<file path="src/rtl/rx_pkg.sv">
// Shared types for the block extractor: header codes, block record and
// extractor state encoding.
package rx_pkg;

  localparam logic [1:0] c_DATA_HEADER = 2'b01;
  localparam logic [1:0] c_CMD_HEADER  = 2'b10;

  typedef struct packed {
    logic [1:0]  hdr;
    logic [63:0] data;
  } block_t;

  typedef enum logic {
    ST_HUNT = 1'b0,
    ST_LOCK = 1'b1
  } ext_state_e;

  function automatic logic hdr_valid(input logic [1:0] h);
    return (h == c_DATA_HEADER) || (h == c_CMD_HEADER);
  endfunction

endpackage

</file>
<file path="src/rtl/block_extractor_if.sv">
// Output block stream: header/payload with valid/ready handshake.
// master drives hdr/data/valid and samples ready; slave is the consumer.
interface block_extractor_if;

  logic [1:0]  blk_hdr_o;
  logic [63:0] blk_data_o;
  logic        blk_valid_o;
  logic        blk_ready_i;

  modport master (
    output blk_hdr_o,
    output blk_data_o,
    output blk_valid_o,
    input  blk_ready_i
  );

  modport slave (
    input  blk_hdr_o,
    input  blk_data_o,
    input  blk_valid_o,
    output blk_ready_i
  );

endinterface

</file>
<file path="src/rtl/blk_fifo.sv">
// First-word fall-through block FIFO. Ports: clk_i, rst_ni, push/wdata,
// pop/rdata, full, empty. Push while full is accepted only with a pop.
module blk_fifo #(
  parameter int DEPTH = 4,
  parameter int WIDTH = 66
) (
  input  logic             clk_i,
  input  logic             rst_ni,
  input  logic             push,
  input  logic [WIDTH-1:0] wdata,
  input  logic             pop,
  output logic [WIDTH-1:0] rdata,
  output logic             full,
  output logic             empty
);

  localparam int AW = (DEPTH > 1) ? $clog2(DEPTH) : 1;

  logic [WIDTH-1:0] mem [DEPTH];
  logic [AW-1:0]    wp;
  logic [AW-1:0]    rp;
  logic [AW:0]      cnt;
  logic             wr;
  logic             rd;

  assign full  = (cnt == (AW+1)'(DEPTH));
  assign empty = (cnt == '0);
  assign rd    = pop && !empty;
  assign wr    = push && (!full || rd);

  // Empty FIFO presents zeros rather than stale storage.
  assign rdata = empty ? '0 : mem[rp];

  always_ff @(posedge clk_i or negedge rst_ni) begin
    if (!rst_ni) begin
      wp  <= '0;
      rp  <= '0;
      cnt <= '0;
    end else begin
      if (wr) wp <= wp + 1'b1;
      if (rd) rp <= rp + 1'b1;
      cnt <= cnt + (AW+1)'(wr) - (AW+1)'(rd);
    end
  end

  always_ff @(posedge clk_i) begin
    if (wr) mem[wp] <= wdata;
  end

endmodule

</file>
<file path="src/rtl/block_extractor.sv">
// Extracts 66-bit blocks from the gearbox buffer, tracks lock, queues blocks.
// Ports: clk_i, rst_ni, gbox_buffer/gbox_cnt/buffer_dv, block_offset,
// is_synced, blk (stream master), locked_o, hdr_err_cnt_o,
// sync_loss_cnt_o, ovf_o. Option: BLOCK_EXTRACTOR_DESCRAMBLE_EN adds an
// x^58+x^39+1 self-synchronous payload descrambler ahead of the FIFO.
module block_extractor #(
  parameter int FIFO_DEPTH = 4
) (
  input  logic         clk_i,
  input  logic         rst_ni,
  input  logic [193:0] gbox_buffer,
  input  logic [5:0]   gbox_cnt,
  input  logic         buffer_dv,
  input  logic [6:0]   block_offset,
  input  logic         is_synced,
  block_extractor_if.master blk,
  output logic         locked_o,
  output logic [7:0]   hdr_err_cnt_o,
  output logic [7:0]   sync_loss_cnt_o,
  output logic         ovf_o
);

  import rx_pkg::*;

  localparam logic [0:0] HUNT = ST_HUNT;
  localparam logic [0:0] LOCK = ST_LOCK;

  logic [193:0] buf_q;
  logic [193:0] buf_qq;
  logic [5:0]   cnt_q;
  logic [5:0]   cnt_qq;
  logic         ext_pulse;

  logic [8:0]   idx;
  logic [8:0]   lo;
  block_t       raw;
  block_t       blk_in;
  block_t       blk_out;

  logic [0:0]   state_q;
  logic [0:0]   state_d;
  logic         push;
  logic         pop;
  logic         hdr_err;
  logic         sync_loss;
  logic         full;
  logic         empty;

  // Two-deep buffer history: the aligner offset refers to the previous dv.
  always_ff @(posedge clk_i or negedge rst_ni) begin
    if (!rst_ni) begin
      buf_q     <= '0;
      buf_qq    <= '0;
      cnt_q     <= '0;
      cnt_qq    <= '0;
      ext_pulse <= 1'b0;
    end else begin
      ext_pulse <= buffer_dv;
      if (buffer_dv) begin
        buf_q  <= gbox_buffer;
        cnt_q  <= gbox_cnt;
        buf_qq <= buf_q;
        cnt_qq <= cnt_q;
      end
    end
  end

  // Block MSB sits at idx; shift so the block's LSB lands at bit 0.
  assign idx = 9'd128 - 9'(cnt_qq) + 9'(block_offset);
  assign lo  = idx - 9'd65;
  assign raw = block_t'(66'({62'b0, buf_qq} >> lo));

`ifdef BLOCK_EXTRACTOR_DESCRAMBLE_EN
  logic [57:0] dsc_q;
  logic [57:0] dsc_s;
  logic [63:0] dsc_data;

  // Bit 0 is first on the wire; state holds received scrambled bits.
  always_comb begin
    dsc_s    = dsc_q;
    dsc_data = '0;
    for (int i = 0; i < 64; i++) begin
      dsc_data[i] = raw.data[i] ^ dsc_s[38] ^ dsc_s[57];
      dsc_s       = {dsc_s[56:0], raw.data[i]};
    end
  end

  always_ff @(posedge clk_i or negedge rst_ni) begin
    if (!rst_ni) dsc_q <= '0;
    else if (ext_pulse) dsc_q <= dsc_s;
  end

  assign blk_in = '{hdr: raw.hdr, data: dsc_data};
`else
  assign blk_in = raw;
`endif

  always_comb begin
    state_d   = state_q;
    push      = 1'b0;
    hdr_err   = 1'b0;
    sync_loss = 1'b0;
    if (ext_pulse) begin
      unique case (1'b1)
        (state_q == HUNT): begin
          if (is_synced) begin
            state_d = LOCK;
            push    = hdr_valid(blk_in.hdr);
          end
        end
        (state_q == LOCK): begin
          if (!is_synced) begin
            state_d   = HUNT;
            sync_loss = 1'b1;
          end else if (hdr_valid(blk_in.hdr)) begin
            push = 1'b1;
          end else begin
            hdr_err = 1'b1;
          end
        end
        default: state_d = HUNT;
      endcase
    end
  end

  assign pop = !empty && blk.blk_ready_i;

  always_ff @(posedge clk_i or negedge rst_ni) begin
    if (!rst_ni) begin
      state_q         <= HUNT;
      hdr_err_cnt_o   <= '0;
      sync_loss_cnt_o <= '0;
      ovf_o           <= 1'b0;
    end else begin
      state_q <= state_d;
      if (hdr_err && hdr_err_cnt_o != 8'hFF)
        hdr_err_cnt_o <= hdr_err_cnt_o + 8'd1;
      if (sync_loss && sync_loss_cnt_o != 8'hFF)
        sync_loss_cnt_o <= sync_loss_cnt_o + 8'd1;
      if (push && full && !pop)
        ovf_o <= 1'b1;
    end
  end

  assign locked_o = (state_q == LOCK);

  blk_fifo #(
    .DEPTH (FIFO_DEPTH),
    .WIDTH ($bits(block_t))
  ) u_fifo (
    .clk_i  (clk_i),
    .rst_ni (rst_ni),
    .push   (push),
    .wdata  (blk_in),
    .pop    (pop),
    .rdata  (blk_out),
    .full   (full),
    .empty  (empty)
  );

  assign blk.blk_valid_o = !empty;
  assign blk.blk_hdr_o   = blk_out.hdr;
  assign blk.blk_data_o  = blk_out.data;

endmodule

</file>
<file path="src/flat_wrapper.sv">
// flat-port wrapper written by rule: the top's interface ports become plain ports
module block_extractor_flat import rx_pkg::*;
#(
  parameter int FIFO_DEPTH = 4
)
  (clk_i, rst_ni, gbox_buffer, gbox_cnt, buffer_dv, block_offset, is_synced, locked_o, hdr_err_cnt_o, sync_loss_cnt_o, ovf_o, blk_blk_hdr_o, blk_blk_data_o, blk_blk_valid_o, blk_blk_ready_i);
  block_extractor_if blk_i ();
  input  logic clk_i;
  input  logic rst_ni;
  input  logic [193:0] gbox_buffer;
  input  logic [5:0] gbox_cnt;
  input  logic buffer_dv;
  input  logic [6:0] block_offset;
  input  logic is_synced;
  output logic locked_o;
  output logic [7:0] hdr_err_cnt_o;
  output logic [7:0] sync_loss_cnt_o;
  output logic ovf_o;
  output wire logic [$bits(blk_i.blk_hdr_o)-1:0] blk_blk_hdr_o;
  output wire logic [$bits(blk_i.blk_data_o)-1:0] blk_blk_data_o;
  output wire logic [$bits(blk_i.blk_valid_o)-1:0] blk_blk_valid_o;
  input wire logic [$bits(blk_i.blk_ready_i)-1:0] blk_blk_ready_i;
  assign blk_blk_hdr_o = blk_i.blk_hdr_o;
  assign blk_blk_data_o = blk_i.blk_data_o;
  assign blk_blk_valid_o = blk_i.blk_valid_o;
  assign blk_i.blk_ready_i = blk_blk_ready_i;
  block_extractor #(.FIFO_DEPTH(FIFO_DEPTH)) u_core (.clk_i(clk_i), .rst_ni(rst_ni), .gbox_buffer(gbox_buffer), .gbox_cnt(gbox_cnt), .buffer_dv(buffer_dv), .block_offset(block_offset), .is_synced(is_synced), .blk(blk_i), .locked_o(locked_o), .hdr_err_cnt_o(hdr_err_cnt_o), .sync_loss_cnt_o(sync_loss_cnt_o), .ovf_o(ovf_o));
endmodule
</file>
<file path="config.mk">
export PLATFORM = sky130hd
export DESIGN_NAME = block_extractor_flat
export DESIGN_NICKNAME = d
export VERILOG_FILES = /design/src/rtl/rx_pkg.sv /design/src/rtl/block_extractor_if.sv /design/src/rtl/blk_fifo.sv /design/src/rtl/block_extractor.sv /design/src/flat_wrapper.sv
export SDC_FILE = /design/constraint.sdc
export NUM_CORES = 2
export LEC_CHECK = 0
export CAP_MARGIN = 10
export CORE_MARGIN = 2
export CORE_UTILIZATION = 55
export DETAILED_ROUTE_END_ITERATION = 7
export HOLD_SLACK_MARGIN = 0.03
export PLACE_DENSITY = 0.84
export SYNTH_ARGS = -nofsm -noshare
export SYNTH_HDL_FRONTEND = slang
export SYNTH_HIERARCHICAL = 1
export SYNTH_SLANG_ARGS = --single-unit
</file>
<file path="constraint.sdc">
create_clock -name clk_i -period 9.8 [get_ports clk_i]
set_input_delay 2.94 -clock clk_i [delete_from_list [all_inputs] [get_ports clk_i]]
set_output_delay 2.94 -clock clk_i [all_outputs]
set_load 0.005 [all_outputs]
</file>
[Word-level counts from Yosys, hierarchy flattened]
Memory sizes are Yosys's and may differ from the RTL's.
Index checks and enable logic that the tools add are counted.
W data, S select, Z words.
Storage, ports and cells
  register bits after elaboration: 426
  RAM bits: 264
  input port bits: 212
  output and inout port bits: 85
  logic and storage cells: 58
  memories kept: 1
Cells by class
  add/subtract/negate cells: 9
  eq/ne operators: 5
  shifts and indexed selects: 1
  muxes and demuxes: 16
  bitwise logic cells: 1
  reduce and logical (&&, ||, !) cells: 13
Memories
  u_core.u_fifo.mem: words 4, bits a word 66, read ports 1, clocked after Yosys merged registers in 0, write ports 1, line blk_fifo.sv:19  | logic [WIDTH-1:0] mem [DEPTH];
Operators with widths (count)
  $shr A194 B9 Y66: 1
  $mux W66: 1
  $add A8 B1 Y8 const B: 2
  $ne A8 B8 Y1 const B: 2
  $mux W1: 14
  $add A9 B7 Y9: 1
  $sub A8 B6 Y9 const A: 1
  $sub A9 B7 Y9 const B: 1
  $logic_and A1 B1 Y1: 7
  $add A2 B1 Y2 const B: 2
  $add A3 B1 Y3: 1
  $eq A3 B3 Y1 const B: 1
  $logic_not A1 Y1: 3
  $logic_not A3 Y1: 1
  $sub A3 B1 Y3: 1
  $eq A2 B1 Y1 const B: 1
  $eq A2 B2 Y1 const B: 1
  $logic_or A1 B1 Y1: 2
  $pmux W1 S2: 1
  $not A1 Y1: 1

[Depth between registers and ports, before layout]
  word-level depth: 13
  mapped depth: 23

[Hierarchy]
Netlist, hierarchy kept.
Modules (own cells, without submodules)
  block_extractor: times used 1, cells an instance 2710, area each 29898.7 µm², seq. area each 10485.1 µm²
  blk_fifo: times used 1, cells an instance 457, area each 10400.0 µm², seq. area each 8102.8 µm²

[Worst setup path before layout]
OpenSTA, ideal clock, no wires.
  path kind: input-to-reg
  start point: in block_offset[1]
  end point: mem u_core.u_fifo.mem[0][0], enable pin
  arrival time: 8175 ps
  slack: 1194 ps
  stages: 17
  cells stage by stage: ha_1 ha_1 inv_1 fa_1 xnor2_4 buf_6 clkbuf_4 nand3_1 nand4_1 mux2i_1 mux2_2 o32a_4 o211a_4 nor2_1 and3_1 a21boi_0 and2_1
Between the ends
  cells in the longest elaborated chain, start to end: 12
  elaborated cells on any way between the ends: 14
  those cells by class: add/sub: 2; eq/ne: 2; shift: 1; mux: 7; reduce/logical: 2
RTL lines
  start: declaration: line flat_wrapper.sv:13  | input logic [6:0] block_offset;
  $add A9 B7 Y9 *: line block_extractor.sv:69  | assign idx = 9'd128 - 9'(cnt_qq) + 9'(block_offset);
  $sub A9 B7 Y9 *: line block_extractor.sv:70  | assign lo = idx - 9'd65;
  $shr A194 B9 Y66 *: line block_extractor.sv:71  | assign raw = block_t'(66'({62'b0, buf_qq} >> lo));
  $eq A2 B1 Y1 or $eq A2 B2 Y1 (tied branches): line rx_pkg.sv:19  | return (h == c_DATA_HEADER) || (h == c_CMD_HEADER);
  $logic_or A1 B1 Y1 *: line rx_pkg.sv:19
  $mux W1: line block_extractor.sv:115  | end else if (hdr_valid(blk_in.hdr)) begin
  $mux W1: line block_extractor.sv:112  | if (!is_synced) begin
  $pmux W1 S2 *: line block_extractor.sv:104  | unique case (1'b1)
  $mux W1 *: line block_extractor.sv:103  | if (ext_pulse) begin
  net u_core.push: line block_extractor.sv:42  | logic push;
  $logic_and A1 B1 Y1 *: line blk_fifo.sv:29  | assign wr = push && (!full || rd);
  $mux W1 *: line blk_fifo.sv:47  | if (wr) mem[wp] <= wdata;
  $mux W1 (not written as such) *: line blk_fifo.sv:47
  end: declaration: line blk_fifo.sv:19
Mark *: on every way through the listed nets, which the timed path passes. The rest lies on a longest branch.

[Worst setup path in the final report]
  start point: in block_offset[1]
  end point: mem u_core.u_fifo.mem[1][36], enable pin
The elaborated chain is that of the path after synthesis.

==> impl_metrics.env <==
export IMPL_outcome="completed"
export IMPL_first_global_vias=28600
export IMPL_synthCells=3167
export IMPL_fill_cells=5269
export IMPL_synth_edff_count=264
export IMPL_crit_arrival_ps=8850
export IMPL_worstMarginPinSlew_ps=1020
export IMPL_clk_pin_slew_ps=60
export IMPL_yosysTopAreaCell="dfrtp_1"
export IMPL_crit_path_frequent_cell="buf_4"
export IMPL_required_ps=10060
export IMPL_ys_seq_elements=690
export IMPL_drive_above_1_share=0.270
export IMPL_endpoint_kind="flop"
export IMPL_synth_warnings=6
export IMPL_synth_area_top_cells="dfrtp_1 26%, edfxtp_1 20%, mux4_2 15%"
export IMPL_cts_buffers=71
export IMPL_vias=28800
export IMPL_yosys_most_used_dff="dfrtp_1"
export IMPL_clock_path_buffers=3
export IMPL_grt_pass1_wl_um=179000
export IMPL_antenna_found_initial=1
export IMPL_synth_common_cells="438 x mux2_2, 426 x dfrtp_1, 400 x nand2_1, 264 x edfxtp_1, 260 x mux4_2"
export IMPL_die_area_mm2=0.0755
export IMPL_gp_congestion=1.01
export IMPL_worstSetupStartpointType="input port"
export IMPL_max_slew_margin=0.317
export IMPL_slew_violations=0
export IMPL_start_util=0.554
export IMPL_final_setup_tns_ps=0
export IMPL_syn_area_per_cell_um2=12.7
export IMPL_finish_utilization=0.636
export IMPL_via_per_inst=6.62
export IMPL_layout_nets=3569
export IMPL_drt_first_pass_iters=7
export IMPL_setup_viol=0
export IMPL_h_tree_depth=3
export IMPL_clock_latency_ps=630
export IMPL_hold_buffers=0
export IMPL_post_cts_buffers=0
export IMPL_powerDensity_mw_per_mm2=311
export IMPL_ios=297
export IMPL_drc=0
export IMPL_rows=99
export IMPL_clockRootBuffer="clkbuf_16"
export IMPL_fmax_mhz=116
export IMPL_layout_min_cycle_time_ps=8580
export IMPL_critPathKind="input port to flop"
export IMPL_ir_drop_mv=0.193
export IMPL_wire_per_inst_um=27.0
export IMPL_die_w_um=275
export IMPL_hpwl_um=84800
export IMPL_cp_cell_sequence="clkdlybuf4s50_1 -> ha_1 -> ha_4 -> inv_1 -> fa_4 -> xnor2_4 -> buf_4 -> mux4_2 -> a22oi_1 -> nand2_1 -> o22ai_1 -> or2_1 -> o32ai_4 -> nor2_1 -> and3_1 -> a21boi_0 -> buf_4 -> and2_2 -> buf_12"
export IMPL_grt_overflow=0
export IMPL_cts_tree="yes"
export IMPL_syn_area_mm2=0.0403
export IMPL_core_area_mm2=0.0727
export IMPL_drt_wl_total_um=118000
export IMPL_fp_dieH_um=275
export IMPL_yosys_area_top_type_share=0.265
export IMPL_ys_types=79
export IMPL_synth_seq_area_share=0.461
export IMPL_cpPeakStageDelay_ps=790
export IMPL_port_buffers=296
export IMPL_ant_nets=0
export IMPL_synthToLayoutAreaGrowth_pct=14.7
export IMPL_cap_violations=0
export IMPL_grt_use_total=0.315
export IMPL_leakage_nw=17.8
export IMPL_skew_ps=32.7
export IMPL_slowest_stage="xnor2_4"
export IMPL_hold_violations=0
export IMPL_critPathMaxFanout=57
export IMPL_hold_path_class="flop to flop"
export IMPL_synth_net_count=3401
export IMPL_yosysMostFrequentCell="mux2_2"
export IMPL_async_reset_ff_frac=0.617
export IMPL_worst_hold_slack_ps=497
export IMPL_cts_resized=0
export IMPL_grt_max_degree=151
export IMPL_final_period_utilization=0.876
export IMPL_rsz0062_at_grt="false"
export IMPL_cts_sink_count=690
export IMPL_drtIter0Drc=3869
[layer usage]
layer	part of all wire	GRT usage	up-vias
met5	0	0	-
met3	0.083	0.0544	273
met4	0.041	0.118	0
li1	-	-	12300
met1	0.40	0.436	14600
met2	0.48	0.502	1566
[report_power, final]
group	internal, mW	switching (mW)	leakage, nW
sequential	3.71	0.377	7.42
clock	1.67	1.13	1.22
combinational	3.02	4.49	9.18
[kinds of logic (layout without fill, tap and decap cells)]
family,Yosys count,count (layout),share of synthesized area
DFF,690,690,0.461
buffers and inverters,284,508,0.0362
AOI/OAI and AO/OA,414,414,0.0658
adders and majority gates,22,22,0.00720
other,0,1,0
and+or+nand+nor,810,810,0.0872
xor gates and xnor gates,24,24,0.00568
muxes,923,923,0.337
[layout by cell type (no fill, tap or decap), types with 38 or more instances in the layout]
master / netlist / layout
a21oi_1: 100 / 100
and2_1: 83 / 79
buf_4: 26 / 51
clkbuf_16: 0 / 75
clkdlybuf4s50_1: 0 / 294
dfrtp_1: 426 / 424
edfxtp_1: 264 / 264
mux2_2: 438 / 438
mux2i_1: 192 / 192
mux4_2: 260 / 260
nand2_1: 400 / 400
nand3_1: 55 / 54
nor2_1: 177 / 176
nor3_1: 47 / 47
o211ai_1: 38 / 38
o21ai_0: 124 / 124
[final timing paths]
| check | slack [ps] | depth (start not counted) | to | start |
|---|---|---|---|---|
| setup / recovery | 1220 | 19 | u_core/u_fifo/mem[1][36] | block_offset[1] |
| hold / removal | 500 | 2 | u_core/cnt_qq[5] | u_core/cnt_q[5] |
| setup reg to reg | 3610 | 19 | u_core/u_fifo/mem[1][36] | u_core/cnt_qq[1] |
| hold reg to reg | 500 | 2 | u_core/cnt_qq[5] | u_core/cnt_q[5] |
| max in group asynchronous | 5990 | 2 | u_core/buf_qq[92] | rst_ni |
| min in group asynchronous | 2400 | 1 | u_core/buf_q[7] | rst_ni |
[state kept, by name, summed over array words and instances (netlist names), 2 cells and up]
name                    cells
u_core/hdr_err_cnt_o        8
u_core/cnt_qq               6
u_core/sync_loss_cnt_o      8
u_core/u_fifo/rp            2
u_core/u_fifo/cnt           3
u_core/buf_qq             194
u_core/cnt_q                6
u_core/u_fifo/wp            2
u_core/u_fifo/mem         264
u_core/buf_q              194
[metrics by stage]
step | setup slack [ps] | cell area (µm²) | instances | power (mW)
after floorplan | 1190 | 40300 | 3167 | 8.75
after CTS | 1270 | 46200 | 4350 | 14.2
after global placement | 826 | 43800 | 4221 | 11.3
after global routing | 937 | 46200 | 4350 | 15.0
final | 1220 | 46200 | 4351 | 14.4
after detailed placement | 663 | 43800 | 4221 | 11.4
[critical path, delay by kind of cell]
| family | cells | cell delay (ps) |
|---|---|---|
| AOI/OAI and AO/OA | 4 | 950 |
| xor gates and xnor gates | 1 | 790 |
| adders and majority gates | 3 | 1090 |
| buffers and inverters | 5 | 1350 |
| muxes | 1 | 380 |
| and+or+nand+nor | 5 | 1250 |
[final cells by class]
class / instances / area (µm²) / area share
Antenna cell: 1 / 2.50 / 0.0000541
Clock buffer: 100 / 2100 / 0.0454
Clock inverter: 29 / 344 / 0.00744
Inverter: 22 / 85.1 / 0.00184
Multi-Input combinational cell: 2193 / 20300 / 0.440
Sequential cell: 690 / 18600 / 0.402
Tap cell: 959 / 1200 / 0.0260
Timing Repair Buffer: 357 / 3560 / 0.0769
No activity file was read; power rests on OpenSTA's default activity.
